===== config.mk =====
export PLATFORM = sky130hd
export DESIGN_NAME = regfile_mp
export DESIGN_NICKNAME = d
export VERILOG_FILES = /design/src/rtl/regfile_mp_pkg.sv /design/src/rtl/regfile_mp_sb.sv /design/src/rtl/regfile_mp.sv
export SDC_FILE = /design/constraint.sdc
export NUM_CORES = 2
export LEC_CHECK = 0
export CAP_MARGIN = 20
export CORE_ASPECT_RATIO = 1.4
export CORE_MARGIN = 2
export CORE_UTILIZATION = 40
export DETAILED_ROUTE_END_ITERATION = 6
export GPL_TIMING_DRIVEN = 0
export HOLD_SLACK_MARGIN = 0.12
export PLACE_DENSITY = 0.61
export REMOVE_ABC_BUFFERS = 1
export SYNTH_ARGS = -nofsm -noshare
export SYNTH_HDL_FRONTEND = slang
export SYNTH_HIERARCHICAL = 1
export SYNTH_SLANG_ARGS = --single-unit

===== constraint.sdc =====
create_clock -name clk -period 4.6 [get_ports clk]
set_clock_uncertainty 0.05 [all_clocks]
set_input_delay 0.92 -clock clk [delete_from_list [all_inputs] [get_ports clk]]
set_output_delay 0.92 -clock clk [all_outputs]
set_load 0.05 [all_outputs]

===== src/rtl/regfile_mp_pkg.sv =====
// regfile_mp_pkg: shared defaults and types for the multi-port register file
package regfile_mp_pkg;
    localparam int XLEN_DEF = 32;
    localparam int NREG_DEF = 32;
    localparam int ADDR_DEF = $clog2(NREG_DEF);
    typedef logic [ADDR_DEF-1:0] reg_addr_t;
endpackage


===== src/rtl/regfile_mp_sb.sv =====
// regfile_mp_sb: pending-write scoreboard with registered population count
module regfile_mp_sb import regfile_mp_pkg::*; #(
    parameter int NREG   = NREG_DEF,
    parameter int AW     = $clog2(NREG),
    parameter int NUM_WR = 1
) (
    input  logic                         clk,
    input  logic                         rst_n,
    input  logic [NUM_WR-1:0]            wr_en_i,
    input  logic [NUM_WR-1:0][AW-1:0]    wr_addr_i,
    input  logic                         sb_set_en_i,
    input  logic [AW-1:0]                sb_set_addr_i,
    input  logic                         sb_flush_i,
    output logic [NREG-1:0]              busy_o,
    output logic [AW:0]                  busy_cnt_o
);
    logic [NREG-1:0] busy_q, busy_d;
    logic [AW:0]     cnt_q, cnt_d;

    // flush beats set, set beats a same-address write clear; x0 never pending
    always_comb begin
        busy_d = busy_q;
        cnt_d  = '0;
        if (sb_flush_i) begin
            busy_d = '0;
        end else begin
            for (int w = 0; w < NUM_WR; w++)
                if (wr_en_i[w] && wr_addr_i[w] != '0) busy_d[wr_addr_i[w]] = 1'b0;
            if (sb_set_en_i && sb_set_addr_i != '0) busy_d[sb_set_addr_i] = 1'b1;
        end
        busy_d[0] = 1'b0;
        for (int r = 1; r < NREG; r++) cnt_d = cnt_d + (AW+1)'(busy_d[r]);
    end

    // busy vector and its count advance together
    always_ff @(posedge clk or negedge rst_n) begin
        if (!rst_n) begin
            busy_q <= '0;
            cnt_q  <= '0;
        end else begin
            busy_q <= busy_d;
            cnt_q  <= cnt_d;
        end
    end

    assign busy_o     = busy_q;
    assign busy_cnt_o = cnt_q;
endmodule


===== src/rtl/regfile_mp.sv =====
// regfile_mp: multi-port integer register file with write bypass and scoreboard
module regfile_mp import regfile_mp_pkg::*; #(
    parameter int XLEN   = XLEN_DEF,
    parameter int NREG   = NREG_DEF,
    parameter int AW     = $clog2(NREG),
    parameter int NUM_RD = 2,
    parameter int NUM_WR = 1,
    parameter bit BYPASS = 1'b1
) (
    input  logic                          clk,
    input  logic                          rst_n,
    input  logic [NUM_RD-1:0][AW-1:0]     rd_addr_i,
    output logic [NUM_RD-1:0][XLEN-1:0]   rd_data_o,
    output logic [NUM_RD-1:0]             rd_busy_o,
    input  logic [NUM_WR-1:0]             wr_en_i,
    input  logic [NUM_WR-1:0][AW-1:0]     wr_addr_i,
    input  logic [NUM_WR-1:0][XLEN-1:0]   wr_data_i,
    input  logic                          sb_set_en_i,
    input  logic [AW-1:0]                 sb_set_addr_i,
    input  logic                          sb_flush_i,
    output logic                          busy_any_o,
    output logic [AW:0]                   busy_cnt_o
);
    logic [XLEN-1:0] regs_q [NREG];
    logic [NREG-1:0] busy;

    regfile_mp_sb #(.NREG(NREG), .AW(AW), .NUM_WR(NUM_WR)) u_sb (
        .clk           (clk),
        .rst_n         (rst_n),
        .wr_en_i       (wr_en_i),
        .wr_addr_i     (wr_addr_i),
        .sb_set_en_i   (sb_set_en_i),
        .sb_set_addr_i (sb_set_addr_i),
        .sb_flush_i    (sb_flush_i),
        .busy_o        (busy),
        .busy_cnt_o    (busy_cnt_o)
    );

    // array writes; later ports overwrite earlier ones on an address clash, x0 never written
    always_ff @(posedge clk or negedge rst_n) begin
        if (!rst_n) begin
            for (int r = 0; r < NREG; r++) regs_q[r] <= '0;
        end else begin
            for (int w = 0; w < NUM_WR; w++)
                if (wr_en_i[w] && wr_addr_i[w] != '0) regs_q[wr_addr_i[w]] <= wr_data_i[w];
        end
    end

    // array mux first, then the bypass mux where the highest-index hitting port wins
    always_comb begin
        for (int i = 0; i < NUM_RD; i++) begin
            rd_data_o[i] = (rd_addr_i[i] == '0) ? '0 : regs_q[rd_addr_i[i]];
            rd_busy_o[i] = busy[rd_addr_i[i]];
            if (BYPASS)
                for (int w = 0; w < NUM_WR; w++)
                    if (wr_en_i[w] && wr_addr_i[w] != '0 && wr_addr_i[w] == rd_addr_i[i]) begin
                        rd_data_o[i] = wr_data_i[w];
                        rd_busy_o[i] = 1'b0;
                    end
        end
    end

    assign busy_any_o = (busy_cnt_o != '0);
endmodule

==> flow_metrics.env <==
export IMPL_status="finished with violations"
export IMPL_violations="negative setup slack"
export IMPL_placedInstanceArea_um2=62730
export IMPL_finalCritPeriodShare=1.179
export IMPL_powerDensity_nw_per_um2=399.6
export IMPL_rows=166
export IMPL_fp_dieW_um=327.1
export IMPL_boundaryPins=130
export IMPL_ant_nets=0
export IMPL_grtUsageTotal=0.2658
export IMPL_setup_viol=7
export IMPL_crit_chain="buf_12 > or3b_4 > buf_4 > o21ai_4 > o21ai_4 > fa_1 > inv_1 > fa_1 > fa_1 > fa_1 > fa_1 > fa_1 > fa_2 > inv_2 > fa_2 > a21o_1 > a21oi_2 > xnor2_1"
export IMPL_yosys_most_used_dff="dfrtp_1"
export IMPL_yosysSeqAreaShare=0.4543
export IMPL_fin_area_um2=68980
export IMPL_synth_most_common_cell="dfrtp_1"
export IMPL_hold_viol=0
export IMPL_start_util=0.4014
export IMPL_routed_via_density=6.304
export IMPL_synth_distinct_cells=55
export IMPL_gp_congestion=0.7874
export IMPL_max_stage_delay_ns=0.55
export IMPL_num_fill_cells=12600
export IMPL_synthArstFlopShare=1.000
export IMPL_power_leakage_uw=0.03067
export IMPL_nets=4551
export IMPL_clk_pin_slew_ns=0.06
export IMPL_crit_path_top_delay_cell="fa_1"
export IMPL_dieArea_um2=149200
export IMPL_drive_above_1_share=0.4191
export IMPL_ys_warn_count=6
export IMPL_synthTopCellsByArea="dfrtp_1 (45%), mux2_2 (20%), mux4_2 (10%)"
export IMPL_cp_num_buf_inv=4
export IMPL_drt_total_wl_um=200800
export IMPL_syn_area_per_cell_um2=13.19
export IMPL_netlist_top_cell_by_area="dfrtp_1"
export IMPL_routed_via_count=40870
export IMPL_seq_power_share=0.447
export IMPL_p_int_uw=19630
export IMPL_max_freq_ghz=0.1843
export IMPL_max_slew_margin=0.1904
export IMPL_power_switching_uw=7931
export IMPL_setup_ws_ns=-0.8246
export IMPL_min_period_ns=5.425
export IMPL_clk_latency_ns=0.74
export IMPL_clk_path_buf_depth=3
export IMPL_grt_max_degree=159
export IMPL_grt_first_pass_wirelength_um=293200
export IMPL_cp_end_kind="flip-flop"
export IMPL_grt_ovfl_total=0
export IMPL_crit_type="primary input to flip-flop"
export IMPL_syn_inst=4432
export IMPL_cts_sinks=1061
export IMPL_power_share_clock=0.331
export IMPL_tritoncts="yes"
export IMPL_drc_errors=0
export IMPL_synth_commonest_cells="dfrtp_1 (1061), mux2_2 (1049), mux2i_1 (536), mux4_2 (272), clkbuf_1 (264)"
export IMPL_combPwrFrac=0.221
export IMPL_synth_edf_count=0
export IMPL_first_global_vias=42660
export IMPL_port_buffers=129
export IMPL_antenna_found_initial=6
export IMPL_first_pass_iters=6
export IMPL_ir_worst_vdd_mv=0.3030
export IMPL_worstSetupStartpointType="primary input"
export IMPL_hp_class="flip-flop to flip-flop"
export IMPL_h_tree_depth=3
export IMPL_cts_buffers=105
export IMPL_fin_cells=6483
export IMPL_finalMaxSlewViolations=0
export IMPL_clockRootBuffer="clkbuf_16"
export IMPL_yosys_register_bits=1061
export IMPL_cp_max_fo=7
export IMPL_hold_ws_ns=0.3470
export IMPL_yosysTopAreaCellShare=0.4543
export IMPL_arrival_ns=6.03
export IMPL_netlist_area_um2=58440
export IMPL_place_ws_ns=-2.679
export IMPL_core_area_um2=145600
export IMPL_sw_frac_of_total=0.2877
export IMPL_max_cap_viol_count=0
export IMPL_worst_pin_slew_ns=1.211
export IMPL_crit_required_ns=5.21
export IMPL_die_y_um=456.3
export IMPL_dpl_hpwl_um=117100
export IMPL_dp_cells=6122
export IMPL_rsz0062_at_grt="true"
export IMPL_routedWlPerCell_um=30.97
export IMPL_rrSetupSlack_ns=-0.61
export IMPL_crit_path_frequent_cell="fa_1"
export IMPL_drtIter0Drc=3527
export IMPL_syn_to_final_growth_pct=18.03
export IMPL_cp_top_family="adder cells"
export IMPL_fin_util=0.4738
-- cell usage in the layout, fill, tap and decap left out, types with 23 or more instances in the layout --
cell type / synthesis / layout
dlygate4sd2_1: 0 / 42
nand3_1: 89 / 87
a22oi_1: 172 / 172
inv_1: 31 / 25
o21ai_0: 59 / 36
clkbuf_8: 0 / 25
clkbuf_16: 0 / 112
buf_16: 0 / 66
mux2_2: 1049 / 1049
a21oi_1: 117 / 115
clkdlybuf4s50_1: 0 / 39
nand2_1: 139 / 122
buf_12: 0 / 57
a32o_1: 59 / 58
buf_4: 10 / 85
dfrtp_1: 1061 / 1061
buf_6: 2 / 37
o22ai_1: 55 / 55
mux4_2: 272 / 272
nor2b_1: 37 / 29
mux2i_1: 536 / 536
nor2_1: 83 / 59
nor2_4: 0 / 23
-- power groups by stage --
stage	logic [uW]	registers [uW]	clock network, uW
after CTS	6010	12300	9280
after detailed placement	5850	12400	0
after floorplan	4060	12100	0
final	6100	12300	9130
after global placement	6330	12400	0
after global routing	6520	12500	9660
-- path summary, 6_finish.rpt --
check / endpoint / cells past startpoint / from
setup / recovery: u_sb/busy_cnt_o[4] / 18 / wr_addr_i[1]
hold / removal: regs_q[1005] / 0 / regs_q[1005]
setup reg to reg: u_sb/busy_cnt_o[4] / 18 / u_sb/busy_o[26]
hold reg to reg: regs_q[1005] / 0 / regs_q[1005]
max in group asynchronous: regs_q[87] / 7 / rst_n
min in group asynchronous: regs_q[69] / 2 / rst_n
-- cell families after synthesis --
group,after synthesis,share of synthesized area
simple gates,422,0.03466
mux,1857,0.3987
xor+xnor,13,0.001948
compound gates,547,0.06500
buf+inv,501,0.03592
fa+ha+maj,30,0.009377
other cells,1,0.00006416
flops,1061,0.4543
-- flip-flops by register name (all words and copies together), names as in the netlist --
signal           count
u_sb/busy_cnt_o      6
regs_q            1024
u_sb/busy_o         31
-- worst reg2reg max path, cell delays in order, from the launching register on --
cell and delay (ns):
dfrtp_1 0.39, nor2b_1 0.15, o21ai_1 0.09, o21ai_1 0.16, fa_1 0.56, inv_1 0.05, fa_1 0.49, inv_2 0.04
fa_1 0.52, inv_2 0.05, fa_1 0.56, fa_1 0.46, fa_1 0.53, fa_2 0.22, inv_2 0.04, fa_2 0.34
a21o_1 0.17, a21oi_2 0.13, xnor2_1 0.13
-- layout make-up --
| type | count | area, um2 | area share |
|---|---|---|---|
| Timing Repair Buffer | 395 | 6001 | 0.08699 |
| Multi-Input combinational cell | 2870 | 30300 | 0.4393 |
| Inverter | 31 | 116.4 | 0.001687 |
| Sequential cell | 1061 | 26550 | 0.3849 |
| Clock inverter | 40 | 511.7 | 0.007419 |
| Antenna cell | 1 | 2.502 | 0.00003628 |
| Tap cell | 1932 | 2417 | 0.03504 |
| Clock buffer | 153 | 3079 | 0.04464 |
-- layer usage --
layer,global-route usage,vias up,share of wire
li1,-,16790,-
met1,0.3356,21790,0.40
met2,0.4382,1708,0.48
met3,0.04582,578,0.062
met4,0.1354,8,0.058
met5,0,-,0.00037
-- timing repair --
item / in CTS / in global routing
gates cloned: 20 / 3
hold endpoints to repair: 1 / 0
pin swaps: 32 / 10
setup buffers: 117 / 11
setup endpoints to repair: 72 / 163
hold buffers: 1 / 0
gates resized for setup: 275 / 49
-- metrics by stage --
stage,power [uW],setup TNS [ns]
2_1_floorplan,16110,-70.82
3_3_place_gp,18730,-
3_5_place_dp,18290,-100.45
4_1_cts,27560,-4.727
5_1_grt,28710,-5.216
6_report,27560,-4.478
No activity file was read; power rests on OpenSTA's default activity.
